--- src/rtl/dc_stage_pkg.sv ---
// Shared constants for the data-cache stage: bus layouts, mem_op codes, stall bits, FSM states.
package dc_stage_pkg;

  localparam int STALL_WD     = 8;
  localparam int DC_STALL_BIT = 5;
  localparam int WB_STALL_BIT = 6;
  localparam logic STOP       = 1'b1;
  localparam logic NO_STOP    = 1'b0;

  // dt_to_dc_bus = {pc, mem_op, rf_we, rf_waddr, addr, rt_old}, MSB first
  localparam int DT_TO_DC_WD = 105;
  localparam int RT_OLD_LSB  = 0;
  localparam int ADDR_LSB    = 32;
  localparam int WADDR_LSB   = 64;
  localparam int RF_WE_BIT   = 69;
  localparam int MEM_OP_LSB  = 70;
  localparam int PC_LSB      = 73;

  localparam int DC_TO_WB_WD_DEF = 70;
  localparam int DC_FWD_WD       = 38;

  localparam logic [2:0] OP_NONE = 3'd0;
  localparam logic [2:0] OP_LB   = 3'd1;
  localparam logic [2:0] OP_LBU  = 3'd2;
  localparam logic [2:0] OP_LH   = 3'd3;
  localparam logic [2:0] OP_LHU  = 3'd4;
  localparam logic [2:0] OP_LW   = 3'd5;
  localparam logic [2:0] OP_LWL  = 3'd6;
  localparam logic [2:0] OP_LWR  = 3'd7;

  localparam logic [1:0] S_IDLE = 2'd0;
  localparam logic [1:0] S_WAIT = 2'd1;
  localparam logic [1:0] S_HOLD = 2'd2;

endpackage

--- src/rtl/dc_load_align.sv ---
// Load data alignment and extension. With DC_LWLR_EN defined, lwl/lwr merge with rt_old;
// otherwise they return the full word like lw.
module dc_load_align
  import dc_stage_pkg::*;
(
  input  logic [2:0]  mem_op,
  input  logic [1:0]  addr_lo,
  input  logic [31:0] rdata,
  input  logic [31:0] rt_old,
  output logic [31:0] wdata
);

  logic [7:0]  byte_sel;
  logic [15:0] half_sel;

  always_comb begin
    byte_sel = rdata[{addr_lo, 3'b000} +: 8];
    half_sel = addr_lo[1] ? rdata[31:16] : rdata[15:0];
    wdata    = rdata;
    case (mem_op)
      OP_LB:  wdata = {{24{byte_sel[7]}}, byte_sel};
      OP_LBU: wdata = {24'd0, byte_sel};
      OP_LH:  wdata = {{16{half_sel[15]}}, half_sel};
      OP_LHU: wdata = {16'd0, half_sel};
`ifdef DC_LWLR_EN
      // Little-endian unaligned word halves: lwl fills from the top, lwr from the bottom
      OP_LWL: begin
        case (addr_lo)
          2'd0:    wdata = {rdata[7:0],  rt_old[23:0]};
          2'd1:    wdata = {rdata[15:0], rt_old[15:0]};
          2'd2:    wdata = {rdata[23:0], rt_old[7:0]};
          default: wdata = rdata;
        endcase
      end
      OP_LWR: begin
        case (addr_lo)
          2'd0:    wdata = rdata;
          2'd1:    wdata = {rt_old[31:24], rdata[31:8]};
          2'd2:    wdata = {rt_old[31:16], rdata[31:16]};
          default: wdata = {rt_old[31:8],  rdata[31:24]};
        endcase
      end
`endif
      default: wdata = rdata;
    endcase
  end

`ifndef DC_LWLR_EN
  logic unused_rt_old;
  assign unused_rt_old = ^rt_old;
`endif

endmodule

--- src/rtl/dc_stage.sv ---
// Data-cache stage: holds the instruction, waits for load data, aligns it and feeds wb/id.
// Optional lwl/lwr merging is enabled by defining DC_LWLR_EN.
module dc_stage
  import dc_stage_pkg::*;
#(
  parameter int DC_TO_WB_WD = DC_TO_WB_WD_DEF
)(
  input  logic                   clk,
  input  logic                   rst,
  input  logic                   flush,
  input  logic [STALL_WD-1:0]    stall,
  input  logic [DT_TO_DC_WD-1:0] dt_to_dc_bus,
  input  logic [31:0]            data_sram_rdata,
  input  logic                   data_sram_data_ok,
  output logic [DC_TO_WB_WD-1:0] dc_to_wb_bus,
  output logic [DC_FWD_WD-1:0]   dc_fwd_bus,
  output logic                   stallreq_dc
);

  logic [DT_TO_DC_WD-1:0] dt_r;
  logic [1:0]  state, state_nxt;
  logic [31:0] rbuf;
  logic [31:0] pc, addr, rt_old, load_src, aligned, rf_wdata;
  logic [2:0]  mem_op;
  logic        rf_we, is_load, data_avail, capture;
  logic [4:0]  rf_waddr;

  always_ff @(posedge clk) begin
    if (rst || flush)
      dt_r <= '0;
    else if (stall[DC_STALL_BIT] == NO_STOP)
      dt_r <= dt_to_dc_bus;
    else if (stall[WB_STALL_BIT] == NO_STOP)
      dt_r <= '0;
  end

  assign pc       = dt_r[PC_LSB +: 32];
  assign mem_op   = dt_r[MEM_OP_LSB +: 3];
  assign rf_we    = dt_r[RF_WE_BIT];
  assign rf_waddr = dt_r[WADDR_LSB +: 5];
  assign addr     = dt_r[ADDR_LSB +: 32];
  assign rt_old   = dt_r[RT_OLD_LSB +: 32];
  assign is_load  = (mem_op != OP_NONE);

  always_comb begin
    state_nxt = state;
    case (state)
      S_IDLE: begin
        if (is_load && !data_sram_data_ok)
          state_nxt = S_WAIT;
        else if (is_load && stall[DC_STALL_BIT] == STOP)
          state_nxt = S_HOLD;
      end
      S_WAIT: begin
        if (data_sram_data_ok)
          state_nxt = (stall[DC_STALL_BIT] == STOP) ? S_HOLD : S_IDLE;
      end
      S_HOLD: begin
        if (stall[DC_STALL_BIT] == NO_STOP)
          state_nxt = S_IDLE;
      end
      default: state_nxt = S_IDLE;
    endcase
  end

  // rbuf keeps the returned word alive while the stage is frozen after data_ok
  assign capture = is_load && data_sram_data_ok && (state != S_HOLD);

  always_ff @(posedge clk) begin
    if (rst || flush) begin
      state <= S_IDLE;
      rbuf  <= '0;
    end else begin
      state <= state_nxt;
      if (capture)
        rbuf <= data_sram_rdata;
    end
  end

  assign stallreq_dc = ((state == S_WAIT) || (state == S_IDLE && is_load)) && !data_sram_data_ok;
  assign load_src    = (state == S_HOLD) ? rbuf : data_sram_rdata;

  dc_load_align u_align (
    .mem_op  (mem_op),
    .addr_lo (addr[1:0]),
    .rdata   (load_src),
    .rt_old  (rt_old),
    .wdata   (aligned)
  );

  assign rf_wdata   = is_load ? aligned : addr;
  assign data_avail = !is_load || (state == S_HOLD) || data_sram_data_ok;

  assign dc_to_wb_bus = {pc, rf_we, rf_waddr, rf_wdata};
  assign dc_fwd_bus   = {rf_we & data_avail, rf_waddr, rf_wdata};

  logic unused_stall;
  assign unused_stall = ^{stall[STALL_WD-1:WB_STALL_BIT+1], stall[DC_STALL_BIT-1:0]};

endmodule
--- config.mk ---
export PLATFORM = sky130hd
export DESIGN_NAME = dc_stage
export DESIGN_NICKNAME = d
export VERILOG_FILES = /design/src/rtl/dc_stage_pkg.sv /design/src/rtl/dc_load_align.sv /design/src/rtl/dc_stage.sv
export SDC_FILE = /design/constraint.sdc
export NUM_CORES = 1
export LEC_CHECK = 0
export ABC_AREA = 1
export BUFFER_PORTS_ARGS = -buffer_cell sky130_fd_sc_hd__buf_4
export CORE_MARGIN = 3
export CORE_UTILIZATION = 53
export CTS_CLUSTER_DIAMETER = 60
export DETAILED_ROUTE_END_ITERATION = 8
export PLACE_DENSITY = 0.95
export SLEW_MARGIN = 20
export SYNTH_ARGS = -nofsm -noshare
export SYNTH_HDL_FRONTEND = slang
export SYNTH_SLANG_ARGS = --single-unit
export TNS_END_PERCENT = 5
--- constraint.sdc ---
create_clock -name clk -period 2.38 [get_ports clk]
set_input_delay 0.238 -clock clk [delete_from_list [all_inputs] [get_ports clk]]
set_output_delay 0.238 -clock clk [all_outputs]
set_load 0.01 [all_outputs]
After elaboration in Yosys (flattened, before gate mapping)
Cells that the tools add are included.
{ "classes": {"addsub": 0, "multipliers": 0, "n_div": 0, "n_lt_le_gt_ge": 0, "eq_ne": 11, "shifts": 1, "n_mux": 12, "n_bitwise": 1, "n_reduce_logical": 15} }
{ "op_table": {"columns": ["cell", "count"], "rows": [
  ["105-bit 2-to-1 mux", 2],
  ["32-bit one-hot mux with 4 select lines", 1],
  ["32-bit 2-to-1 mux", 2],
  ["32-bit by 6-bit variable part select with 8-bit output", 1],
  ["16-bit 2-to-1 mux", 1],
  ["2-bit 2-to-1 mux", 5],
  ["2-bit != test, second input constant", 4],
  ["3-bit by 2-bit equality test with 1-bit output, second input constant", 2],
  ["1-bit logical AND", 6],
  ["2-bit one-hot mux with 3 select lines", 1],
  ["1-bit logical OR", 4],
  ["3-bit by 1-bit equality test with 1-bit output, second input constant", 1],
  ["3-bit equality test, second input constant", 1],
  ["3-bit != test, second input constant", 1],
  ["3-bit AND reduction", 1],
  ["3-bit nonzero test", 1],
  ["2-bit by 1-bit equality test with 1-bit output, second input constant", 1],
  ["2-bit equality test, second input constant", 1],
  ["1-bit logical NOT", 2],
  ["2-bit logical NOT", 1],
  ["1-bit bitwise AND", 1]
]} }
{ "word_totals": {"reg_bits": 139, "latchBits": 0, "ramBits": 0, "rom_bits": 0, "input_bits": 149, "output_inout_bits": 109, "wordCells": 43, "memories": 0} }

Logic depth before layout (Yosys ltp)
{ "logic_depth": {"depth_word": 5, "ltp_mapped": 13, "mapped_depth_nobuf": 10} }

Hierarchy
Synthesis repeated with hierarchy kept, for this count alone.
{ "hier_totals": {"cells_unflattened": 1086, "hier_area_um2": 7519.7} }
{ "modules_own_cells": {"columns": ["module", "instances", "cells_each", "area_per_inst_um2", "seq_area_each_um2"], "rows": [
  ["dc_stage", 1, 854, 6456.2, 2782.7],
  ["dc_load_align", 1, 232, 1063.5, 0.0]
]} }

Least setup slack after synthesis
Ideal clock, no wire load.
{ "synth_path": {"path_kind": "register -> output", "start": "register state[1]", "end": "output port dc_to_wb_bus[0]", "arrival_time_ns": 1.630, "t_required_ns": 2.142, "setup_slack_ns": 0.512, "stages_incl_launch_ff": 12, "n_path_buf": 3, "cell_sequence": "dfxtp_1 > buf_4 > inv_1 > nor2_4 > buf_2 > nand2_1 > nand3_1 > o21ai_0 > o21ai_1 > nand2_1 > a21oi_1 > buf_4"} }
{ "synth_via": {"elab_chain_cells": 5, "word_cells_on_any_way": 6, "cone_classes": "1 x eq/ne; 1 x shift; 4 x mux"} }
{ "synth_lines": {"columns": ["element", "line", "text"], "rows": [
  ["start: declaration", "dc_stage.sv:21", "logic [1:0] state, state_nxt;"],
  ["start signal: assignment", "dc_stage.sv:74", "state <= state_nxt;"],
  ["2-bit equality test (*)", "dc_stage.sv:81", "assign load_src = (state == S_HOLD) ? rbuf : data_sram_rdata;"],
  ["32-bit 2-to-1 mux (*)", "dc_stage.sv:81", null],
  ["32-bit by 6-bit variable part select with 8-bit output or 16-bit 2-to-1 mux (tied branches)", "dc_load_align.sv:17, dc_load_align.sv:18", null],
  ["32-bit one-hot mux with 4 select lines (*)", "dc_load_align.sv:20", "case (mem_op)"],
  ["32-bit 2-to-1 mux (*)", "dc_stage.sv:91", "assign rf_wdata = is_load ? aligned : addr;"],
  ["end: declaration", "dc_stage.sv:15", "output logic [DC_TO_WB_WD-1:0] dc_to_wb_bus,"]
]} }
Every way passes the cells marked *; elsewhere a longest branch is shown, timed or not.

Worst setup path after layout
{ "layout_path": {"start": "register state[1]", "end": "output port dc_to_wb_bus[3]"} }
Same word-level chain as after synthesis.

==> flow_summary.yaml <==
setup_path:
  slowest_stage: "dfxtp_4"
  worst_ep_arrival_time_ps: 2130
  cpMostUsedCell: "buf_4"
  crit-reg2reg-launch: "dt_r[71]"
  cp-end-kind: "primary output"
  worstPathRequired_ps: 2140
  reg2reg_to: "rbuf[5]"
  worstSetupPathType: "reg2out"
  start_kind: "flip-flop"
  r2r_cells: 6
  max_stage_delay_ps: 420
  rrSetupSlack_ps: 570
  cp_cell_sequence: "inv_1, nor2_4, buf_4, buf_4, o21ai_0, o21ai_0, inv_1, a21oi_2, buf_4"
  cp_max_fo: 7
clock_network:
  cts.path.max_buffers: 2
  htreeDepth: 3
  cts_root_buf: "clkbuf_16"
  insertion_delay_ps: 360
  path_clk_slew_ps: 80
  cts_buffers: 9
  holdBufCountCts: 0
  cts_sinks: 107
  cts_tree: "yes"
sta:
  fin_crit_sh_pct: 99.43
  finalHoldViolations: 0
  clock_skew_ps: 5.559
  relSlewSlack_pct: 49.44
  maxSlewViolCount: 0
  tightestPinTransition_ps: 758.4
  max_freq_mhz: 422.6
  setup_viol: 0
  finalWorstSetupSlack_ps: 13.47
  period_needed_ps: 2367
  rsz0062_at_grt: "true"
  tns_ps: 0
placement:
  hpwl_um: 13940
  io_buffers: 219
  post-place-ws_ps: 233.9
  routabilityCongestion: 0.9681
synth:
  syn_nets: 1129
  syn_area_um2: 6396
  yosys.area.top_type: "dfxtp_1"
  synthArstFlopShare_pct: 0
  yosys_warnings: 0
  synth_edf_count: 0
  synth_top_family_by_area: "simple AND/OR/NAND/NOR gates"
  synth_xor_area_share_pct: 0
  yosys.area_share.simple_pct: 34.29
  ys_seq_area_share_pct: 33.49
  yosysMostFrequentCell: "nand2_1"
  synth_seq_cells: 107
  synth.distinct_cells: 32
  muxShareOfSynthArea_pct: 0
  synth_compound_gate_area_share_pct: 13.42
  synth_top_cells_by_count: "nand2_1, nand3_1, dfxtp_1"
  synth_cells: 980
  synth_flop_cell: "dfxtp_1"
  synth_area_leaders: "dfxtp_1, nand2_1, nand3_1"
  synth_adder_area_share_pct: 0
  synth_top_area_share_pct: 33.49
  avgSynthCellArea_um2: 6.527
outcome:
  status: "complete, no violations"
global_route:
  first_global_vias: 6303
  grt_use_total_pct: 28.58
  grt_util_met3_pct: 8.251
  grt_max_degree: 74
  grtUsageMet1_pct: 34.83
  use_met2_pct: 47.64
  antenna_found_initial: 0
  grt.overflow.total: 0
  grt_pass1_wl_um: 30530
  busiest_layer: "met2"
detailed_routing:
  viasPerCell: 5.544
  ant_nets: 0
  via_count: 6936
  drtIter0Drc: 634
  wl_per_cell_um: 16.28
  drc: 0
  wl_um: 20370
  dr.pass1.iters: 5
power_and_ir_drop:
  p_per_area_nw_per_um2: 547.6
  power.share.combinational_pct: 22.2
  intPower_mw: 3.119
  power_frac_clock_pct: 36.3
  power_switching_mw: 1.358
  switching_share_pct: 30.33
  ir_drop_v: 0.0006541
  pwr-share-seq_pct: 41.6
  p_leak_nw: 3.877
layout:
  multi_input_area_um2: 3258
  diodes: 0
  final_layout_size_suffix_gt1_share_pct: 29.60
  fin_nets: 1252
  seq_area_um2: 2153
  area_growth_pct: 27.82
  final.fill_count: 968
worst_hold_path:
  whs_path_depth: 3
  min_from: "dt_to_dc_bus[62]"
  hold_class: "in2reg"
  min_to: "dt_r[62]"
die:
  coreArea_um2: 11610
  io_pins: 258
  die_w_um: 115.9
  die-area_um2: 13420
  start_util_pct: 55.07
  die_y_um: 115.9
  rows: 39
flow_run:
  drv_cap: 0
[metal layers]
layer | routed length (um) | vias up
met2 | 9950 | 371
met5 | 0 | -
met1 | 7602 | 3164
met3 | 2186 | 50
li1 | - | 3351
met4 | 629 | 0
[worst max-delay path by stage]
stage          slack, ps  cells after the start                to  startpoint
2_1_floorplan        510                     11   dc_to_wb_bus[0]    state[1]
3_3_place_gp         270                      9     dc_fwd_bus[7]    dt_r[71]
3_5_place_dp         230                     10  dc_to_wb_bus[27]    state[1]
4_1_cts              0.8                      9  dc_to_wb_bus[11]    dt_r[72]
5_1_grt              -60                     10     dc_fwd_bus[3]    state[1]
6_report              10                      9   dc_to_wb_bus[3]    state[1]
[through the flow]
step                power (mW)  hold slack (ps)  instances  utilization, %  instance area (um^2)
floorplan                2.465            385.4        980               -                  6396
global placement         2.810            437.2       1219           64.45                  7485
detailed placement       2.827            443.9       1219           64.45                  7485
CTS                      4.452            120.2       1239           68.25                  7926
global route             4.664            122.2       1251           70.39                  8175
finish                   4.477            126.2       1251           70.39                  8175
[power by group through the flow]
stage	logic, mW	registers [mW]	clock network (mW)
finish	0.992	1.86	1.62
global route	1.08	1.86	1.72
CTS	0.951	1.86	1.64
detailed placement	0.925	1.90	0
global placement	0.910	1.90	0
floorplan	0.570	1.89	0
[critical path, delay by kind of cell (launching register included)]
kind                   cells  cell delay [ps]
AO/OA/AOI/OAI              3              580
buffers and inverters      5              610
flip-flops                 1              420
AND/OR/NAND/NOR            1              150
[logic make-up (layout without fill, tap and decap cells)]
kind of cell           Yosys count  after routing
AND/OR/NAND/NOR                495            500
buffers and inverters          221            344
AO/OA/AOI/OAI                  157            157
flip-flops                     107            107
[placed cells by master (no fill, tap or decap), types with 2 or more instances in the layout]
master     instances
buf_4            238
nand3_2           10
o21ai_0           18
dfxtp_1          102
a211oi_1          10
inv_6              2
nor2_4             7
inv_1             73
a21oi_2           12
inv_2              3
buf_12             4
dfxtp_2            3
nand3_1          125
o21ai_1            8
inv_4              2
inv_8              3
nand2_4            3
o21ai_4            3
nand4_1           20
nand3_4            5
nand2_1          275
buf_6              6
clkbuf_16         10
nor2_1            44
a21oi_1          102
nand2_2            7
dfxtp_4            2
[area by class of cell]
cell class,instances,share of cell area [%]
timing repair buffer,249,23.97
sequential,107,26.34
tap,143,2.189
inverter,79,3.704
multi-input combinational,657,39.85
clock buffer,9,2.755
clock inverter,7,1.194
[sequential cells by signal, summed over array words and instances, names as in the netlist]
| signal | cells |
|---|---|
| dt_r | 73 |
| rbuf | 32 |
| state | 2 |
[repair_timing]
action / 4_1_cts / 5_1_grt
pin swaps: 3 / 8
setup buffers: 1 / 9
endpoints found under the setup margin: 64 / 62
resized for setup: 18 / 32
gates cloned: 3 / 3
Note: power is estimated with default switching activity, not from simulation.
